### src/rtl/mips_mem_pkg.sv
// Shared types and default widths for the instruction/data memory port arbiter.
package mips_mem_pkg;

  localparam int ADDR_W_DEFAULT = 32;
  localparam int DATA_W_DEFAULT = 32;

  // Arbiter FSM: one WAIT state per requester while memory is busy, then a
  // one-cycle RESP state that produces the done pulse.
  typedef enum logic [2:0] {
    IDLE    = 3'd0,
    WAIT_IF = 3'd1,
    WAIT_D  = 3'd2,
    RESP_IF = 3'd3,
    RESP_D  = 3'd4
  } arb_state_e;

endpackage

### src/rtl/arb_streak_counter.sv
// Counts consecutive data-port grants made while the fetch port is waiting,
// so the arbiter can hand the memory to fetch once the streak is exhausted.
module arb_streak_counter #(
  parameter int MAX_D_STREAK = 4
) (
  input  logic clock,
  input  logic reset_n,
  input  logic d_grant_i,
  input  logic if_grant_i,
  input  logic if_req_i,
  output logic at_max_o
);

  localparam int CNT_W = (MAX_D_STREAK < 1) ? 1 : $clog2(MAX_D_STREAK + 1);
  localparam logic [CNT_W-1:0] MAX_CNT = CNT_W'(MAX_D_STREAK);

  logic [CNT_W-1:0] streak_q;
  logic [CNT_W-1:0] streak_d;

  // A fetch grant or an idle fetch port ends the streak; otherwise data
  // grants accumulate and saturate at the limit.
  always_comb begin
    streak_d = streak_q;
    if (if_grant_i || !if_req_i) begin
      streak_d = '0;
    end else if (d_grant_i && (streak_q != MAX_CNT)) begin
      streak_d = streak_q + 1'b1;
    end
  end

  // Streak register.
  always_ff @(posedge clock or negedge reset_n) begin
    if (!reset_n) begin
      streak_q <= '0;
    end else begin
      streak_q <= streak_d;
    end
  end

  assign at_max_o = (streak_q == MAX_CNT);

endmodule

### src/rtl/mem_port_arbiter.sv
// Arbitrates a fetch port and a data port onto one shared memory port.
// Data normally wins; after MAX_D_STREAK back-to-back data grants with fetch
// waiting, fetch is served next. One memory transaction is in flight at most.
//
// Handshake: a requester raises x_req with stable address/data and holds it
// until x_done pulses for one cycle; x_rdata is valid with x_done and held
// afterwards. On the memory side mem_req and its qualifiers stay stable until
// a cycle in which mem_ready is high; mem_ready seen with no grant is ignored.
module mem_port_arbiter
  import mips_mem_pkg::*;
#(
  parameter int ADDR_W       = ADDR_W_DEFAULT,
  parameter int DATA_W       = DATA_W_DEFAULT,
  parameter int MAX_D_STREAK = 4
) (
  input  logic              clock,
  input  logic              reset_n,
  // fetch port
  input  logic              if_req,
  input  logic [ADDR_W-1:0] if_addr,
  output logic              if_done,
  output logic [DATA_W-1:0] if_rdata,
  output logic              if_stall,
  // data port
  input  logic              d_req,
  input  logic              d_we,
  input  logic [ADDR_W-1:0] d_addr,
  input  logic [DATA_W-1:0] d_wdata,
  output logic              d_done,
  output logic [DATA_W-1:0] d_rdata,
  output logic              d_stall,
  // shared memory port
  output logic              mem_req,
  output logic              mem_we,
  output logic [ADDR_W-1:0] mem_addr,
  output logic [DATA_W-1:0] mem_wdata,
  input  logic              mem_ready,
  input  logic [DATA_W-1:0] mem_rdata,
  // debug view of the FSM
  output arb_state_e        dbg_state_o
);

  arb_state_e        state_q,     state_d;
  logic              mem_req_q,   mem_req_d;
  logic              mem_we_q,    mem_we_d;
  logic [ADDR_W-1:0] mem_addr_q,  mem_addr_d;
  logic [DATA_W-1:0] mem_wdata_q, mem_wdata_d;
  logic [DATA_W-1:0] if_rdata_q,  if_rdata_d;
  logic [DATA_W-1:0] d_rdata_q,   d_rdata_d;

  logic d_grant;
  logic if_grant;
  logic streak_at_max;

  // Memory is word addressed in practice; the byte-offset bits are dropped.
  logic unused_addr_bits;
  assign unused_addr_bits = ^{if_addr[1:0], d_addr[1:0]};

  arb_streak_counter #(
    .MAX_D_STREAK(MAX_D_STREAK)
  ) u_streak (
    .clock     (clock),
    .reset_n   (reset_n),
    .d_grant_i (d_grant),
    .if_grant_i(if_grant),
    .if_req_i  (if_req),
    .at_max_o  (streak_at_max)
  );

  // Next-state, grant decision and registered memory-port / read-data updates.
  always_comb begin
    state_d     = state_q;
    mem_req_d   = mem_req_q;
    mem_we_d    = mem_we_q;
    mem_addr_d  = mem_addr_q;
    mem_wdata_d = mem_wdata_q;
    if_rdata_d  = if_rdata_q;
    d_rdata_d   = d_rdata_q;
    d_grant     = 1'b0;
    if_grant    = 1'b0;

    case (state_q)
      IDLE: begin
        if (d_req && !(if_req && streak_at_max)) begin
          d_grant     = 1'b1;
          state_d     = WAIT_D;
          mem_req_d   = 1'b1;
          mem_we_d    = d_we;
          mem_addr_d  = {d_addr[ADDR_W-1:2], 2'b00};
          mem_wdata_d = d_wdata;
        end else if (if_req) begin
          if_grant    = 1'b1;
          state_d     = WAIT_IF;
          mem_req_d   = 1'b1;
          mem_we_d    = 1'b0;
          mem_addr_d  = {if_addr[ADDR_W-1:2], 2'b00};
          mem_wdata_d = '0;
        end
      end
      WAIT_IF: begin
        if (mem_ready) begin
          mem_req_d  = 1'b0;
          if_rdata_d = mem_rdata;
          state_d    = RESP_IF;
        end
      end
      WAIT_D: begin
        if (mem_ready) begin
          mem_req_d = 1'b0;
          mem_we_d  = 1'b0;
          if (!mem_we_q) begin
            d_rdata_d = mem_rdata;
          end
          state_d = RESP_D;
        end
      end
      RESP_IF: state_d = IDLE;
      RESP_D:  state_d = IDLE;
      default: state_d = IDLE;
    endcase
  end

  // State and datapath registers; reset abandons any in-flight transaction.
  always_ff @(posedge clock or negedge reset_n) begin
    if (!reset_n) begin
      state_q     <= IDLE;
      mem_req_q   <= 1'b0;
      mem_we_q    <= 1'b0;
      mem_addr_q  <= '0;
      mem_wdata_q <= '0;
      if_rdata_q  <= '0;
      d_rdata_q   <= '0;
    end else begin
      state_q     <= state_d;
      mem_req_q   <= mem_req_d;
      mem_we_q    <= mem_we_d;
      mem_addr_q  <= mem_addr_d;
      mem_wdata_q <= mem_wdata_d;
      if_rdata_q  <= if_rdata_d;
      d_rdata_q   <= d_rdata_d;
    end
  end

  assign mem_req     = mem_req_q;
  assign mem_we      = mem_we_q;
  assign mem_addr    = mem_addr_q;
  assign mem_wdata   = mem_wdata_q;
  assign if_rdata    = if_rdata_q;
  assign d_rdata     = d_rdata_q;
  assign if_done     = (state_q == RESP_IF);
  assign d_done      = (state_q == RESP_D);
  assign if_stall    = if_req & ~if_done;
  assign d_stall     = d_req & ~d_done;
  assign dbg_state_o = state_q;

endmodule

### config.mk
export PLATFORM = sky130hd
export DESIGN_NAME = mem_port_arbiter
export DESIGN_NICKNAME = d
export VERILOG_FILES = /design/src/rtl/mips_mem_pkg.sv /design/src/rtl/arb_streak_counter.sv /design/src/rtl/mem_port_arbiter.sv
export SDC_FILE = /design/constraint.sdc
export NUM_CORES = 1
export LEC_CHECK = 0
export ABC_AREA = 1
export CAP_MARGIN = 20
export CORE_MARGIN = 4
export CORE_UTILIZATION = 41
export CTS_BUF_LIST = sky130_fd_sc_hd__clkbuf_4 sky130_fd_sc_hd__clkbuf_8 sky130_fd_sc_hd__clkbuf_16
export DETAILED_ROUTE_END_ITERATION = 10
export PLACE_DENSITY_LB_ADDON = 0.3
export SETUP_SLACK_MARGIN = 0.3
export SLEW_MARGIN = 10
export SYNTH_ARGS = -nofsm -noshare
export SYNTH_HDL_FRONTEND = slang
export SYNTH_SLANG_ARGS = --single-unit
### constraint.sdc
create_clock -name clock -period 1.6 [get_ports clock]
set_input_delay 0.24 -clock clock [delete_from_list [all_inputs] [get_ports clock]]
set_output_delay 0.24 -clock clock [all_outputs]
set_load 0.005 [all_outputs]
# Yosys cells after proc, flatten, opt, wreduce, memory -nomap -nowiden
# Cells that the tools add are included.
word_totals:
  wordCells: 65
  out_inout_bits: 137
  regBits: 136
classes:
  bitwise_logic: 5
  addsub: 1
  n_eq_ne: 10
  reduce_logical: 18
  mux: 23
ops:
  columns: ["cell", "n"]
  rows:
  - ["$mux 32", 4]
  - ["$mux 3", 6]
  - ["$reduce_and 3->1", 4]
  - ["$mux 1", 10]
  - ["$pmux 3 s3", 1]
  - ["$reduce_bool 2->1", 4]
  - ["$eq 3x2->1 const B", 2]
  - ["$eq 3x3->1 const B", 2]
  - ["$ne 3x3->1 const B", 2]
  - ["$ne 2x2->1 const B", 2]
  - ["$pmux 1 s2", 2]
  - ["$reduce_and 2->1", 2]
  - ["$add 3x1->3 const B", 1]
  - ["$eq 3x1->1 const B", 1]
  - ["$logic_and 1x1->1", 3]
  - ["$logic_not 3->1", 1]
  - ["$not 1->1", 3]
  - ["$and 1x1->1", 2]
  - ["$logic_not 1->1", 2]
  - ["$ne 2x1->1 const B", 1]
  - ["$reduce_or 2->1", 1]
  - ["$logic_or 1x1->1", 1]

# Logic depth before layout (Yosys ltp)
depth:
  ltp_word: 9
  ltp_mapped: 8
  ltp_nobuf: 8

# Cells and area by module
# From an unflattened synthesis, not the netlist that was laid out.
hier_totals:
  cells_unflattened: 622
  area_unflattened_um2: 5601.6
modules_own_cells:
  columns: ["module", "area_each_um2", "cells_per_inst", "seq_area_each_um2", "n_inst"]
  rows:
  - ["mem_port_arbiter", 5386.4, 590, 3278.1, 1]
  - ["arb_streak_counter", 215.2, 32, 75.1, 1]

# Worst setup path before layout
# Ideal clock, no wire load.
synth_path:
  kind: "register to register"
  start: "register u_streak.streak_q[0]"
  end: "register mem_addr_q[10], in the netlist mem_addr[10]"
  path_stages_with_launch: 9
  setup_ps: 124
  path_slack_ps: 246
  arrival_ps: 1230
  path_cell_list: "dfrtp_1 inv_1 ha_1 nand3_1 nand2_2 buf_2 nand2_1 o211ai_1 nand2_1"
synth_between:
  elab_chain_cells: 6
synth_lines:
  columns: ["item", "line_no", "rtl"]
  rows:
  - ["start, declared", "arb_streak_counter.sv:17", "logic [CNT_W-1:0] streak_q;"]
  - ["start signal, assigned", "arb_streak_counter.sv:36", "streak_q <= streak_d;"]
  - ["$eq 3x3->1 *", "arb_streak_counter.sv:40", "assign at_max_o = (streak_q == MAX_CNT);"]
  - ["$logic_and 1x1->1 *", "mem_port_arbiter.sv:84", "if (d_req && !(if_req && streak_at_max)) begin"]
  - ["$logic_not 1->1 *", "mem_port_arbiter.sv:84", null]
  - ["$logic_and 1x1->1 *", "mem_port_arbiter.sv:84", null]
  - ["$reduce_bool 2->1 (no source line)", null, null]
  - ["$reduce_and 2->1 (no source line)", null, null]
  - ["end signal, assigned", "mem_port_arbiter.sv:137", "mem_addr_q <= mem_addr_d;"]
  - ["end, declared", "mem_port_arbiter.sv:46", "logic [ADDR_W-1:0] mem_addr_q, mem_addr_d;"]
# Every way passes the cells marked *; elsewhere a longest branch is shown, timed or not.
# A chain may end at the register's enable or synchronous reset.

# Final worst setup path
layout_path:
  start: "register state_q[0], in the netlist dbg_state_o[0]"
  end: "output port if_stall"
layout_between:
  elab_chain_cells: 3
layout_lines:
  columns: ["item", "line_no", "rtl"]
  rows:
  - ["start, declared", "mem_port_arbiter.sv:43", "arb_state_e state_q, state_d;"]
  - ["start signal, assigned", "mem_port_arbiter.sv:134", "state_q <= state_d;"]
  - ["$eq 3x2->1", "mem_port_arbiter.sv:150", "assign if_done = (state_q == RESP_IF);"]
  - ["$not 1->1", "mem_port_arbiter.sv:152", "assign if_stall = if_req & ~if_done;"]
  - ["$and 1x1->1", "mem_port_arbiter.sv:152", null]
  - ["end, declared", "mem_port_arbiter.sv:23", "output logic if_stall,"]
# Every way passes these cells.

==> impl_results.md <==
- ANT cells: 0
- I/O pins: approximately 270
- Clock sink count: approximately 130
- Startpoint type of the worst setup path: register
- DR vias: 5,548
- CTS tree: done
- H-Tree Depth: 4
- Synthesized area: roughly 5600 um^2
- Switching pwr: ~0.0061 W
- Wire length per cell: 17.04 um
- Power consumption: 0.01790 W
- CTS Buf Count: 17
- Worst r2r dst: mem_wdata[12]$_DFFE_PN0P_
- Max stage delay cell, worst path: dfrtp_1
- Max VDD drop: between 900 and 1000 uV
- Min cycle time layout: approximately 1.6 ns
- Antenna violations before repair: 0
- Clock Pin Slew Worst Setup and Hold Paths: about 0.06 ns
- Depth of the most critical reg-to-reg path: 9
- Final WL: 19,770 um
- Comb power frac: a little under half
- Power Density: roughly 1800 nW/um^2
- CP top delay family: flip-flops
- Row Count: between 40 and 50
- RSZ-0062 raised after global routing: true
- Vias per cell: 4.783
- Met3 Use GR: roughly 9.1%
- Fmax achieved: 632.6 MHz
- Worst path max stage delay: about 0.35 ns
- 1st-pass router iterations: 4
- Status: complete, no violations
- CP Capture Type: output pin
- Syn Area/Cell: about 8.8 um^2
- Grt ovf: 0
- Die W: approximately 120 um
- DRC violations left: 0
- Worst-Skew Late Latency: 0.41 ns
- CP Cell Sequence: inv_2 -> nor3_2 -> buf_4 -> nor2_2 -> buf_2
- Grt peak-use layer: met2
- Global-route wire length before repair: around 27,000 um
- Clock Path Buffers: 2
- Final hold violation count: 0
- Die area: roughly 16,000 um^2
- Share of cells above drive strength 1: roughly a fifth
- Height of the die: between 100 and 150 um
- Register-to-register setup slack: 0.07 ns
- Initial DRC count: between 200 and 250
- Total track usage: 21.78%
- Ys Warns: 0
- Hold WC Path Type: in -> async
- Reg power frac: approximately a third
- Sequential area share after synthesis: about 60%
- Core box area: roughly 13,000 um^2
- Worst-path fanout max: 3
- Syn Inst Count: around 640
- Final worst setup slack: 0.01933 ns
- Req. time, crit path: about 1.4 ns
- Max Transition Viols Final: 0
- CP bufs+invs: 3
- Final nets: roughly 1,100
- Port Buffers: between 200 and 300
- DP Worst Slack: -0.1966 ns
- Largest net degree at the start of global routing: 65
- Area grow syn2layout: 80.33%
- Clock Skews: approximately 0.0069 ns
- Final setup vio count: 0
- GRT met1 Usage: between 20% and 30%
- Initial core utilization: between 40% and 50%
- Final-layout fill cell count: 910
- FF-to-FF Start: dbg_state_o[0]$_DFFE_PN0P_
- Min Hold Slack: around 0.32 ns
- Gp weighted congestion: between 0.8 and 0.9
- CTS Root Cell: clkbuf_16
- Clock share of power: between 20% and 30%
- Detail Placement HPWL: about 12,000 um
- Sw frac: 34.12%
- P_leak: ~5.1 nW
- Antenna Nets Post-Route: 0
- Number of synthesized register bits: about 130
- Global-route met2 utilization: between 30% and 40%
- CP Class: reg -> out
- Vias in the first global route: roughly 5,400
- Final period util: roughly 100%
- P_int: 0.01180 W
- MaxCap Viol Count: 0
- Critical Path AT: around 1.3 ns
- Post-synth cell types: 23
==> layout by cell type (no fill, tap or decap), drive strengths merged <==
cell type / Yosys / routed
a21oi: 3 / 3
dlygate4sd3: 0 / 1
inv: 76 / 77
nand4: 1 / 1
clkbuf: 7 / 46
o21a: 1 / 1
clkinvlp: 0 / 2
o211ai: 30 / 30
dfrtp: 134 / 134
dlygate4sd2: 0 / 1
conb: 1 / 2
buf: 26 / 78
clkinv: 0 / 7
clkdlybuf4s50: 0 / 127
ha: 2 / 2
nor2: 11 / 11
o21ai: 66 / 66
nor3: 1 / 1
clkdlybuf4s15: 0 / 112
nand3: 9 / 9
dlymetal6s2s: 0 / 1
bufinv: 0 / 2
nand2: 269 / 270
==> worst reg2reg max path, cell delays in order, from the launching register on <==
cell and delay (ns):
dfrtp_1 0.38, inv_2 0.10, buf_4 0.16, nand3_4 0.10
buf_4 0.16, nor2_4 0.12, buf_12 0.15, clkbuf_16 0.17
nand2_1 0.06, nand2_1 0.07
==> per-layer routing <==
layer	up-vias	routed length, um
met4	0	444
met3	33	1706
met5	-	0
met2	226	10010
met1	2627	7605
li1	2662	-
==> what timing repair did <==
item                       in CTS  in global routing
gates cloned                    1                 19
hold endpoints to repair       34                  0
pin swaps                       2                 13
hold buffers                    1                  0
gates resized for setup       286                131
buffers inserted               20                 16
setup endpoints to repair     267                171
==> per-stage QoR <==
step	instance area [um^2]	TNS, ns	std cells	util, %
after floorplan	5610	0	638	-
after global placement	8568	-1.050	1071	64.45
after detailed placement	8568	-3.490	1071	64.45
after CTS	9359	0	1125	70.39
after global routing	10060	-0.07158	1160	75.67
final	10060	0	1160	75.67
==> final cells by class <==
class / instances / area (um^2) / area share, %
clock buffers: 21 / 467.9 / 4.651
multi-input cells: 396 / 2001 / 19.89
clock inverters: 11 / 125.1 / 1.244
inverters: 76 / 300.3 / 2.985
flip-flops and latches: 134 / 3353 / 33.33
repair inverters: 1 / 6.256 / 0.06218
repair buffers: 345 / 3587 / 35.65
well taps: 176 / 220.2 / 2.189
==> power by group through the flow <==
stage | Combinational (W) | Sequential (W) | Clock (W)
after floorplan | 0.00251 | 0.00588 | 0
after global placement | 0.00691 | 0.00573 | 0
after detailed placement | 0.00703 | 0.00577 | 0
after CTS | 0.00672 | 0.00573 | 0.00392
after global routing | 0.00892 | 0.00602 | 0.00408
final | 0.00820 | 0.00583 | 0.00387
==> cell families (layout without fill, tap and decap cells) <==
group | Yosys count | count (layout) | synth area share, %
adder cells (fa/ha/maj) | 2 | 2 | 0.4485
other | 1 | 2 | 0.06722
AO/OA/AOI/OAI | 100 | 100 | 10.36
buffers and inverters | 109 | 454 | 8.634
AND/OR/NAND/NOR | 291 | 292 | 20.39
flip-flops | 134 | 134 | 60.10
==> sequential cells by signal, indices dropped and copies added, names as in the netlist <==
signal,cells
mem_we,1
dbg_state_o,3
if_rdata,32
d_rdata,32
mem_addr,30
mem_wdata,32
u_streak.streak_q,3
mem_req,1
==> how the worst max path moves through the flow <==
| stage | start | slack (ns) | end | depth (start not counted) |
|---|---|---|---|---|
| after floorplan | u_streak.streak_q[0]$_DFFE_PN0P_ | 0.30 | mem_addr[10]$_DFFE_PN0P_ | 8 |
| after global placement | d_req | -0.19 | d_stall | 4 |
| after detailed placement | d_req | -0.20 | d_stall | 4 |
| after CTS | dbg_state_o[2]$_DFFE_PN0P_ | 0.04 | d_stall | 5 |
| after global routing | dbg_state_o[0]$_DFFE_PN0P_ | -0.05 | if_stall | 5 |
| final | dbg_state_o[0]$_DFFE_PN0P_ | 0.02 | if_stall | 5 |
==> cell usage after synthesis <==
| cell type | number | area, um^2 |
|---|---|---|
| conb_1 | 1 | 3.750 |
| nor2_2 | 1 | 6.260 |
| nand2_1 | 266 | 998.5 |
| ha_1 | 2 | 25.02 |
| clkbuf_1 | 6 | 22.52 |
| o211ai_1 | 30 | 225.2 |
| nand2_2 | 3 | 18.77 |
| nand3_1 | 8 | 40.04 |
| nor2_1 | 9 | 33.78 |
| o21ai_0 | 66 | 330.3 |
| nand4_1 | 1 | 6.260 |
| nor3_1 | 1 | 5.000 |
| o21a_1 | 1 | 7.510 |
| nor2_4 | 1 | 11.26 |
| buf_2 | 18 | 90.09 |
| buf_4 | 3 | 22.52 |
| inv_1 | 71 | 266.5 |
| dfrtp_1 | 134 | 3353 |
| nand3_4 | 1 | 17.52 |
| inv_2 | 5 | 18.77 |
| buf_6 | 5 | 56.30 |
| clkbuf_2 | 1 | 5.000 |
| a21oi_1 | 3 | 15.01 |
Power figures use the tool's default switching activity.
